==> config.mk <==
export PLATFORM = sky130hd
export DESIGN_NAME = sqrt_iter
export DESIGN_NICKNAME = d
export VERILOG_FILES = /design/src/rtl/sqrt_pkg.sv /design/src/rtl/sqrt_reg.sv /design/src/rtl/sqrt_step.sv /design/src/rtl/sqrt_iter.sv
export SDC_FILE = /design/constraint.sdc
export NUM_CORES = 1
export LEC_CHECK = 0
export ABC_AREA = 1
export CAP_MARGIN = 20
export CORE_MARGIN = 8
export CORE_UTILIZATION = 40
export CTS_CLUSTER_DIAMETER = 200
export DETAILED_ROUTE_END_ITERATION = 6
export MAX_ROUTING_LAYER = met4
export PLACE_DENSITY = 0.64
export SLEW_MARGIN = 30
export SYNTH_ARGS = -nofsm -noshare
export SYNTH_HDL_FRONTEND = slang
export SYNTH_SLANG_ARGS = --single-unit
==> constraint.sdc <==
create_clock -name clk -period 1.6 [get_ports clk]
set_input_delay 0.48 -clock clk [delete_from_list [all_inputs] [get_ports clk]]
set_output_delay 0.48 -clock clk [all_outputs]
set_load 0.02 [all_outputs]
==> src/rtl/sqrt_pkg.sv <==
// Shared types and elaboration helpers for the iterative square-root unit.
package sqrt_pkg;

  typedef enum logic [1:0] {
    IDLE = 2'd0,
    CALC = 2'd1,
    DONE = 2'd2
  } state_t;

  // Radicand width must be even (two bits consumed per root bit) and at least 4.
  function automatic bit width_ok(input int w);
    return ((w % 32'sd2) == 32'sd0) && (w >= 32'sd4);
  endfunction

  // Iteration counter width: enough to hold RW-1, never narrower than one bit.
  function automatic int cnt_width(input int rw);
    return (rw > 32'sd1) ? $clog2(rw) : 32'sd1;
  endfunction

endpackage

==> src/rtl/sqrt_reg.sv <==
// Load-enabled register with synchronous active-high clear.
module sqrt_reg #(
  parameter int N = 1
) (
  input  logic         clk,
  input  logic         reset,
  input  logic         en,
  input  logic [N-1:0] d,
  output logic [N-1:0] q
);

  // Clear on reset, otherwise load d when enabled.
  always_ff @(posedge clk) begin
    if (reset) begin
      q <= {N{1'b0}};
    end else if (en) begin
      q <= d;
    end
  end

endmodule

==> src/rtl/sqrt_step.sv <==
// One restoring digit-by-digit square-root iteration (purely combinational).
// The partial remainder never needs more than RW bits before the shift, so
// only r[RW-1:0] feeds the trial subtraction.
module sqrt_step #(
  parameter int RW = 4
) (
  input  logic [RW+1:0] r,
  input  logic [RW-1:0] q,
  input  logic [1:0]    pair,
  output logic [RW+1:0] r_next,
  output logic [RW-1:0] q_next
);

  logic [RW+1:0] rs_s;
  logic [RW+2:0] t_s;
  logic          unused_s;

  // Bits that are provably zero or shifted out; kept only to document that.
  assign unused_s = ^{r[RW+1:RW], q[RW-1]};

  // Shift in the next radicand pair and try subtracting {q,01}; keep on no borrow.
  always_comb begin
    rs_s = {r[RW-1:0], pair};
    t_s  = {1'b0, rs_s} - {1'b0, q, 2'b01};
    if (t_s[RW+2]) begin
      r_next = rs_s;
      q_next = {q[RW-2:0], 1'b0};
    end else begin
      r_next = t_s[RW+1:0];
      q_next = {q[RW-2:0], 1'b1};
    end
  end

endmodule

==> src/rtl/sqrt_iter.sv <==
// Iterative integer square root: one root bit per cycle, floor root plus
// remainder, one-cycle done pulse, back-to-back starts accepted in DONE.
module sqrt_iter
  import sqrt_pkg::*;
#(
  parameter int W = 8
) (
  input  logic           clk,
  input  logic           reset,
  input  logic           start,
  input  logic [W-1:0]   din,
  output logic           busy,
  output logic           done,
  output logic [W/2-1:0] root,
  output logic [W/2:0]   rem
);

  localparam int RW = W / 2;
  localparam int CW = cnt_width(RW);

  if (!width_ok(W)) begin : g_width_check
    $error("sqrt_iter: W must be even and >= 4");
  end

  state_t        state_r;
  state_t        state_n_s;
  logic          accept_s;
  logic          calc_s;
  logic          last_s;
  logic          dp_en_s;
  logic [W-1:0]  x_r;
  logic [W-1:0]  x_d_s;
  logic [RW+1:0] r_r;
  logic [RW+1:0] r_d_s;
  logic [RW-1:0] q_r;
  logic [RW-1:0] q_d_s;
  logic [CW-1:0] cnt_r;
  logic [CW-1:0] cnt_d_s;
  logic [RW+1:0] step_r_s;
  logic [RW-1:0] step_q_s;

  // State register.
  always_ff @(posedge clk) begin
    if (reset) begin
      state_r <= IDLE;
    end else begin
      state_r <= state_n_s;
    end
  end

  // Next-state logic; a start is accepted only in IDLE or in the DONE cycle.
  always_comb begin
    state_n_s = state_r;
    accept_s  = 1'b0;
    case (state_r)
      IDLE: begin
        if (start) begin
          state_n_s = CALC;
          accept_s  = 1'b1;
        end else begin
          state_n_s = IDLE;
        end
      end
      CALC: begin
        if (cnt_r == {CW{1'b0}}) begin
          state_n_s = DONE;
        end else begin
          state_n_s = CALC;
        end
      end
      DONE: begin
        if (start) begin
          state_n_s = CALC;
          accept_s  = 1'b1;
        end else begin
          state_n_s = IDLE;
        end
      end
      default: begin
        state_n_s = IDLE;
      end
    endcase
  end

  assign calc_s  = (state_r == CALC);
  assign last_s  = calc_s && (cnt_r == {CW{1'b0}});
  assign dp_en_s = accept_s | calc_s;

  sqrt_step #(.RW(RW)) u_step (
    .r      (r_r),
    .q      (q_r),
    .pair   (x_r[W-1:W-2]),
    .r_next (step_r_s),
    .q_next (step_q_s)
  );

  // Datapath next values: initialise on accept, otherwise advance one iteration.
  always_comb begin
    if (accept_s) begin
      x_d_s   = din;
      r_d_s   = {(RW+2){1'b0}};
      q_d_s   = {RW{1'b0}};
      cnt_d_s = CW'(RW - 1);
    end else begin
      x_d_s   = {x_r[W-3:0], 2'b00};
      r_d_s   = step_r_s;
      q_d_s   = step_q_s;
      cnt_d_s = cnt_r - CW'(1'b1);
    end
  end

  sqrt_reg #(.N(W))    u_x_reg   (.clk(clk), .reset(reset), .en(dp_en_s), .d(x_d_s),   .q(x_r));
  sqrt_reg #(.N(RW+2)) u_r_reg   (.clk(clk), .reset(reset), .en(dp_en_s), .d(r_d_s),   .q(r_r));
  sqrt_reg #(.N(RW))   u_q_reg   (.clk(clk), .reset(reset), .en(dp_en_s), .d(q_d_s),   .q(q_r));
  sqrt_reg #(.N(CW))   u_cnt_reg (.clk(clk), .reset(reset), .en(dp_en_s), .d(cnt_d_s), .q(cnt_r));

  // Results load only on the final iteration and hold until the next one.
  sqrt_reg #(.N(RW))   u_root_reg (.clk(clk), .reset(reset), .en(last_s), .d(step_q_s),       .q(root));
  sqrt_reg #(.N(RW+1)) u_rem_reg  (.clk(clk), .reset(reset), .en(last_s), .d(step_r_s[RW:0]), .q(rem));

  // Status flags are registered copies of the upcoming state.
  sqrt_reg #(.N(1)) u_busy_reg (.clk(clk), .reset(reset), .en(1'b1), .d(state_n_s == CALC), .q(busy));
  sqrt_reg #(.N(1)) u_done_reg (.clk(clk), .reset(reset), .en(1'b1), .d(state_n_s == DONE), .q(done));

endmodule
[Yosys cells after proc, flatten, opt, wreduce, memory -nomap -nowiden]
Index checks and enable logic that the tools add are counted.
Storage, ports and cells
  flip-flop bits (word level): 31
  input bits: 11
  output and inout bits: 11
  logic and storage cells: 31
Cells by class
  add/subtract/negate cells: 2
  equality and inequality tests: 4
  multiplexer cells: 11
  bitwise gates (word level): 1
  reductions and logical operators: 4
Operators with widths (number)
  $mux W4: 2
  $mux W8: 1
  $sub A6 B6 Y7: 1
  $mux W5: 1
  $eq A2 B1 Y1 const B: 2
  $eq A2 B2 Y1 const B: 2
  $logic_not A2 Y1: 2
  $mux W1: 4
  $mux W2: 2
  $pmux W2 S2: 1
  $reduce_or A2 Y1: 1
  $sub A2 B1 Y2 const B: 1
  $logic_and A1 B1 Y1: 1
  $or A1 B1 Y1: 1

[Logic depth before layout (Yosys ltp)]
Gate-level depths: netlist of run 1.
  word-level depth: 4
  depth in mapped cells: 12
  depth with buffers taken out: 12

[Cells and area by module]
Synthesis of run 1 repeated with hierarchy kept, for this count alone.
Second synthesis, totals
  cells, all modules: 330
  area, all modules: 2000.7 um2
Modules (own cells, without submodules)
  sqrt_step: instances 1, cells each 65, area each 372.9 um2, seq. area each 0.0 um2
  sqrt_reg at u_q_reg ...: instances 2, cells each 26, area each 172.7 um2, seq. area each 80.1 um2
  sqrt_reg at u_x_reg: instances 1, cells each 51, area each 341.6 um2, seq. area each 160.2 um2
  sqrt_iter: instances 1, cells each 65, area each 312.8 um2, seq. area each 40.0 um2
  sqrt_reg at u_r_reg: instances 1, cells each 38, area each 247.7 um2, seq. area each 120.1 um2
  sqrt_reg at u_rem_reg: instances 1, cells each 32, area each 209.0 um2, seq. area each 100.1 um2
  sqrt_reg at u_busy_reg ...: instances 2, cells each 7, area each 45.0 um2, seq. area each 20.0 um2
  sqrt_reg at u_cnt_reg: instances 1, cells each 13, area each 81.3 um2, seq. area each 40.0 um2

[Least setup slack after synthesis of run 1]
OpenSTA, ideal clock, no wires.
  path kind: reg-to-reg
  from: register u_q_reg.q[3]
  to: register u_rem_reg.q[1]
  setup time: 109 ps
  arrival: 1326 ps
  setup slack: 165 ps
  cell stages (with the launch flop): 11
  path buffers: 0
  clock period less this slack: 1435 ps
  cells stage by stage: dfxtp_1 -> inv_1 -> ha_1 -> a21oi_1 -> nand3_4 -> inv_4 -> nand2_2 -> nand2_1 -> nand2_1 -> nand2_1 -> inv_1
Between the ends
  longest elaborated chain between the ends: 2
RTL lines
  from (decl): line sqrt_reg.sv:9  | output logic [N-1:0] q
  from (signal assigned): line sqrt_reg.sv:15  | q <= {N{1'b0}};
  $sub A6 B6 Y7: line sqrt_step.sv:24  | t_s = {1'b0, rs_s} - {1'b0, q, 2'b01};
  $mux W5: line sqrt_step.sv:25  | if (t_s[RW+2]) begin
  to (signal assigned): line sqrt_reg.sv:15
  to (decl): line sqrt_reg.sv:9
No other way between the ends.
A chain may end at the register's enable or synchronous reset.

[Worst setup path after layout of run 1]
  from: register u_root_reg.q[3]
  to: output port root[3]
RTL lines
  from (decl): line sqrt_reg.sv:9
  from (signal assigned): line sqrt_reg.sv:15
  to (decl): line sqrt_iter.sv:14  | output logic [W/2-1:0] root,
No word-level cell between the ends.

==> results of run 1 <==
[cell usage after synthesis, types with 2 or more instances]
| cell type | number | share of area [%] |
|---|---|---|
| nand2_1 | 63 | 16 |
| dfxtp_1 | 31 | 43 |
| inv_1 | 21 | 5.4 |
| a21oi_1 | 13 | 4.5 |
| nand3_1 | 10 | 3.5 |
| a31oi_1 | 6 | 2.6 |
| ha_1 | 6 | 5.2 |
| o21ai_0 | 5 | 1.7 |
| inv_2 | 4 | 1.0 |
| nand2_2 | 4 | 1.7 |
| o21a_1 | 4 | 2.1 |
| a211oi_1 | 2 | 1.0 |
| buf_6 | 2 | 1.6 |
| clkbuf_1 | 2 | 0.52 |
| nor2_1 | 2 | 0.52 |
| nor2_4 | 2 | 1.6 |
[power groups by stage]
stage / sequential, W / combinational, W / clock (W)
4_1_cts: 0.000854 / 0.000555 / 0.000437
2_1_floorplan: 0.000892 / 0.000372 / 0
5_1_grt: 0.000867 / 0.000649 / 0.000474
6_report: 0.000859 / 0.000572 / 0.000421
3_5_place_dp: 0.000873 / 0.000547 / 0
3_3_place_gp: 0.000872 / 0.000543 / 0
[sequential cells by signal, indices dropped and copies added (netlist names)]
signal / count
u_root_reg.q: 4
u_cnt_reg.q: 2
state_r: 2
u_done_reg.q: 1
u_q_reg.q: 4
u_rem_reg.q: 5
u_x_reg.q: 8
u_r_reg.q: 4
u_busy_reg.q: 1
[per-layer routing]
| metal | track usage (%) | vias up |
|---|---|---|
| met5 | - | - |
| li1 | - | 684 |
| met3 | 3.774 | 9 |
| met1 | 12.62 | 552 |
| met4 | 5.769 | 0 |
| met2 | 17.65 | 26 |
[repair_timing]
action                     CTS  global route
pin swaps                    1             2
setup endpoints to repair   14            11
hold buffers                 0             0
buffers inserted             1             0
gates resized for setup     12            12
[worst min-delay path, delay by kind of cell (launching register included)]
family / cells / cell delay [ns]
compound gates: 1 / 0.05
flops: 1 / 0.32
simple gates: 1 / 0.06
[final cells by class]
cell class              count  area (sq um)
clock buffers               7         45.04
multi-input cells         126         737.0
flip-flops and latches     31         626.9
clock inverters             1         5.005
repair buffers             32         279.0
fillers                   391          1713
well taps                  48         60.06
inverters                  28         112.6
[logic make-up (layout without fill, tap and decap cells)]
kind of cell / after synthesis / count (layout)
AO/OA/AOI/OAI: 33 / 33
XOR/XNOR: 1 / 1
adder cells (fa/ha/maj): 6 / 6
buffers and inverters: 33 / 68
flip-flops: 31 / 31
AND/OR/NAND/NOR: 86 / 86
[worst max-delay path by stage]
stage	from	endpoint	slack, ns	cells after the start
floorplan	u_q_reg.q[3]	u_rem_reg.q[1]	0.17	10
global route	u_q_reg.q[2]	u_rem_reg.q[2]	0.004	12
CTS	u_q_reg.q[3]	u_rem_reg.q[2]	0.007	10
finish	u_root_reg.q[3]	root[3]	0.11	1
global placement	reset	u_rem_reg.q[3]	-0.03	5
detailed placement	start	u_x_reg.q[6]	-0.09	6
[stage by stage]
stage	util (%)	total power, W
2_1_floorplan	-	0.001264
3_3_place_gp	49.09	0.001416
3_5_place_dp	49.09	0.001420
4_1_cts	50.38	0.001846
5_1_grt	52.13	0.001990
6_report	52.13	0.001852
==> run_results.csv, run 1 <==
group,metric,value,unit
place,gp_congestion,0.7789,
sta,worstMarginPinSlew,0.3406,ns
final_layout,diodes,0,
min_path,hp-class,"reg2reg",
synth,syn_nets,207,
global_route,grt_overflow,0,
drt,wl_per_cell,10.99,microns
floorplan,die_area,5804,sq um
synth,synthAdderAreaFrac,5.181,%
clock_tree,cts.path.max_buffers,2,
setup_path,r2r_cells,10,
sta,timing.final.hold_violations,0,
global_route,grt_pass1_vias,1282,
drt,wirelength,3001,microns
synth,synthMuxAreaShare,0,%
synth,synth-seq-cells,31,
sta,fin_tns_setup,0,ns
floorplan,die_w,76.19,microns
setup_path,slowest_delay,0.35,ns
power,ir_worst_vdd,0.4692,mV
power,swShare,33.24,%
final_layout,layoutNonFillerInstCount,273,
status,status,"finished, final reports clean",
synth,ys_seq_area_share,42.83,%
synth,synth_compound_area_share,13.82,%
clock_tree,numCtsBuffers,5,
drt,drt_iter0_drc,68,
place,dp_cells,264,
clock_tree,clkTransAtPathRegs,0.09,ns
final_layout,nets,241,
sta,clock_skew,0.006602,ns
synth,synth_top_family_by_area,"simple AND/OR/NAND/NOR gates",
setup_path,reg2reg_from,"u_q_reg.q[0]",
synth,syn-cell-area,1449,sq um
setup_path,r2r_slack,0.14,ns
power,pwr-share-clk,22.7,%
place,portBuffers,21,
final_layout,area_growth_syn_to_layout,28.76,%
drt,drc,0,
floorplan,die_y,76.19,microns
sta,setup_ws,0.1105,ns
drt,top_layer,"met4",
setup_path,cp.required,1.12,ns
sta,fin_hold_ws,0.4673,ns
clock_tree,cts_sinks,31,
power,power.share.sequential,46.4,%
place,hpwl,2114,microns
power,powerDensity,992.6,nW/um^2
setup_path,slowest_stage,"dfxtp_1",
setup_path,rr_endpoint,"u_r_reg.q[1]",
global_route,grt_antenna_before_repair,0,
setup_path,crit_buf_inv,1,
job,drv_cap,0,
synth,yosys_most_used_dff,"dfxtp_1",
sta,max_slew_margin,77.26,%
synth,avgSynthCellArea,7.626,sq um
final_layout,final_common_cell,"nand2_1",
setup_path,path_cells,"dlygate4sd2_1",
drt,drt-vias-per-instance,4.656,
synth,synth-async-reset-ratio,0,%
synth,netlist_instances,190,
setup_path,cp_max_fo,2,
setup_path,crit_family,"flip-flops",
drt,wl_met1,1397,microns
setup_path,startpoint_type,"register",
clock_tree,clkLatencyLatePin,0.32,ns
floorplan,rows,22,
synth,synth_edf_count,0,
min_path,min_to,"u_q_reg.q[3]",
global_route,grt_pass1_wl,5409,microns
setup_path,critical_path_class,"reg2out",
final_layout,layout_common_cells,"61 x nand2_1, 26 x dfxtp_1, 20 x inv_1",
drt,ant_nets,0,
sta,period_share,93.09,%
drt,met3_length,183,microns
sta,max_freq,0.6714,GHz
clock_tree,cts_tree,"built",
setup_path,timing.critical_path.arrival,1.01,ns
drt,wl_met2,1354,microns
drt,vias,1271,
global_route,track_usage,11.32,%
sta,setup_viol,0,
power,p_comb_share,30.9,%
power,power.switching,0.0006155,W
floorplan,ios,22,
sta,drv_slew,0,
clock_tree,root_buffer,"clkbuf_4",
clock_tree,h-tree-depth,2,
drt,drt_pass1_iterations,4,
synth,synth_warnings,0,
min_path,min_path_cells,2,
place,place_area,1757,sq um
min_path,min_from,"u_q_reg.q[3]",
synth,yosysUniqueCellTypes,29,
floorplan,design.core.area,3578,sq um
power,leakage,0.8314,nW
final_layout,drive_above_1_share,20.44,%
sta,rsz0062_at_grt,"no",
setup_path,crit_path_end_kind,"output port",
synth,synth_xor_xnor_area_share,0.6045,%
global_route,grt_max_degree,21,
power,internal_power,0.001236,W
place,dp_slack,-0.08658,ns
synth,yosys.area_share.simple,27.20,%
final_layout,final_area,1866,sq um
floorplan,start_util,40.49,%
sta,post-route-min-period,1.489,ns
(Power assumes the default switching activity.)
==> run 2, diff against run 1 <==
--- a/config.mk
+++ b/config.mk
@@ -9,7 +9,7 @@
 export CAP_MARGIN = 20
 export CORE_MARGIN = 8
 export CORE_UTILIZATION = 40
-export CTS_CLUSTER_DIAMETER = 200
+export CTS_BUF_LIST = sky130_fd_sc_hd__clkbuf_16
 export DETAILED_ROUTE_END_ITERATION = 6
 export MAX_ROUTING_LAYER = met4
 export PLACE_DENSITY = 0.64
==> run_results.csv, run 2 (synthesis gave the netlist of run 1 again) <==
group,metric,value,unit
status,status,"finished, final reports clean",
setup_path,cp_common_cell,"nand2_1",
power,ir_worst_vdd,0.5822,mV
final_layout,layout_common_cells,"61 x nand2_1, 28 x dfxtp_1, 20 x inv_1",
final_layout,multiInputGateArea,737.0,sq um
setup_path,timing.critical_path.arrival,1.65,ns
setup_path,cp_max_fo,7,
final_layout,nets,242,
power,power.switching,0.0006891,W
power,pwr-share-clk,37.5,%
final_layout,drive_above_1_share,20.80,%
drt,wirelength,3174,microns
floorplan,ios,22,
setup_path,slowest_stage,"dfxtp_1",
job,drv_cap,0,
clock_tree,cts.path.max_buffers,2,
drt,wl_per_cell,11.58,microns
final_layout,final_util,54.72,%
global_route,track_usage,11.89,%
final_layout,seq_area,624.3,sq um
place,dp_cells,264,
place,portBuffers,21,
floorplan,rows,22,
place,gp_congestion,0.7789,
floorplan,design.core.area,3578,sq um
drt,drc,0,
final_layout,largest_register_ffs,8,
clock_tree,h-tree-depth,2,
final_layout,final_area,1958,sq um
sta,timing.final.hold_violations,0,
power,power.share.sequential,37.1,%
global_route,grt_pass1_wl,5561,microns
clock_tree,numCtsBuffers,5,
final_layout,largestRegisters,"u_x_reg.q (8), u_rem_reg.q (5)",
setup_path,path_cells,"ha_4, nand2_1, inv_2, nand3_2, nand3_4, inv_4, nand2_2, nand2_1, nand2_1, nand2_1, inv_1",
global_route,grt_max_degree,21,
setup_path,critical_path_class,"reg2reg",
min_path,hp-class,"reg2reg",
sta,drv_slew,0,
power,internal_power,0.001635,W
global_route,grt_overflow,0,
final_layout,fill_cells,377,
clock_tree,clkLatencyLatePin,0.27,ns
floorplan,die_y,76.19,microns
setup_path,slowest_delay,0.40,ns
final_layout,layoutNonFillerInstCount,274,
setup_path,crit_family,"simple AND/OR/NAND/NOR gates",
setup_path,cp.required,1.77,ns
final_layout,final_common_cell,"nand2_1",
power,p_comb_share,25.4,%
setup_path,crit_path_end_kind,"register",
sta,fin_hold_ws,0.4618,ns
place,place_area,1757,sq um
floorplan,start_util,40.49,%
sta,post-route-min-period,1.473,ns
sta,max_freq,0.6787,GHz
drt,ant_nets,0,
clock_tree,cts_sinks,31,
floorplan,die_area,5804,sq um
drt,drt_pass1_iterations,4,
setup_path,startpoint_type,"register",
global_route,grt_pass1_vias,1302,
clock_tree,root_buffer,"clkbuf_16",
drt,vias,1280,
final_layout,top_register,"u_x_reg.q",
drt,drt_iter0_drc,70,
power,powerDensity,1187,nW/um^2
clock_tree,cts_tree,"built",
sta,period_share,92.09,%
clock_tree,cts_hold_buf,0,
sta,max_slew_margin,76.93,%
drt,drt-vias-per-instance,4.672,
floorplan,die_w,76.19,microns
sta,setup_viol,0,
clock_tree,clkTransAtPathRegs,0.05,ns
power,swShare,29.65,%
sta,clock_skew,0.003229,ns
power,leakage,0.8823,nW
sta,worstMarginPinSlew,0.3456,ns
place,hpwl,2114,microns
global_route,grt_antenna_before_repair,0,
final_layout,area_growth_syn_to_layout,35.15,%
setup_path,crit_buf_inv,3,
final_layout,diodes,0,
[run 2: through the flow]
step	setup TNS (ns)	power [W]	worst slack (ns)
after floorplan	0	0.001264	0.1654
after global placement	-0.1130	0.001416	-0.03269
after detailed placement	-0.8793	0.001420	-0.08658
after CTS	0	0.002304	0.01454
after global routing	-0.0004007	0.002453	-0.0002042
final	0	0.002324	0.1265
[run 2: timing repair]
action / CTS / global route
pin swaps: 0 / 3
endpoints found under the setup margin: 12 / 11
resized for setup: 12 / 12
setup buffers: 1 / 1
[run 2: tightest hold or removal path: cells and delay by family, from the launching register on]
kind / cells / cell delay (ns)
AND/OR/NAND/NOR: 1 / 0.06
flip-flops: 1 / 0.30
AO/OA/AOI/OAI: 1 / 0.05
[run 2: worst paths after layout]
path                                    from        endpoint  slack [ns]  cells past startpoint
worst max register to register  u_r_reg.q[0]  u_rem_reg.q[2]        0.13                     11
worst min-delay path            u_x_reg.q[0]    u_x_reg.q[0]        0.46                      2
worst max-delay path            u_r_reg.q[0]  u_rem_reg.q[2]        0.13                     11
worst min register to register  u_x_reg.q[0]    u_x_reg.q[0]        0.46                      2
[run 2: layout make-up]
| cell class | instances | share of cell area, % |
|---|---|---|
| multi-input combinational | 126 | 37.64 |
| sequential | 31 | 31.88 |
| timing repair buffer | 33 | 14.63 |
| clock buffer | 5 | 6.390 |
| inverter | 28 | 5.751 |
| tap | 48 | 3.067 |
| clock inverter | 3 | 0.6390 |
[run 2: power groups by stage]
| stage | combinational (W) | clock [W] | sequential (W) |
|---|---|---|---|
| after floorplan | 0.000372 | 0 | 0.000892 |
| after global placement | 0.000543 | 0 | 0.000872 |
| after detailed placement | 0.000547 | 0 | 0.000873 |
| after CTS | 0.000555 | 0.000892 | 0.000857 |
| after global routing | 0.000660 | 0.000924 | 0.000869 |
| final | 0.000591 | 0.000871 | 0.000862 |
[run 2: per-layer routing]
metal	part of all wire, %	track usage [%]	vias up
li1	-	-	681
met1	45	12.55	567
met2	47	18.42	25
met3	5.1	4.835	7
met4	2.7	6.923	0
met5	0	-	-
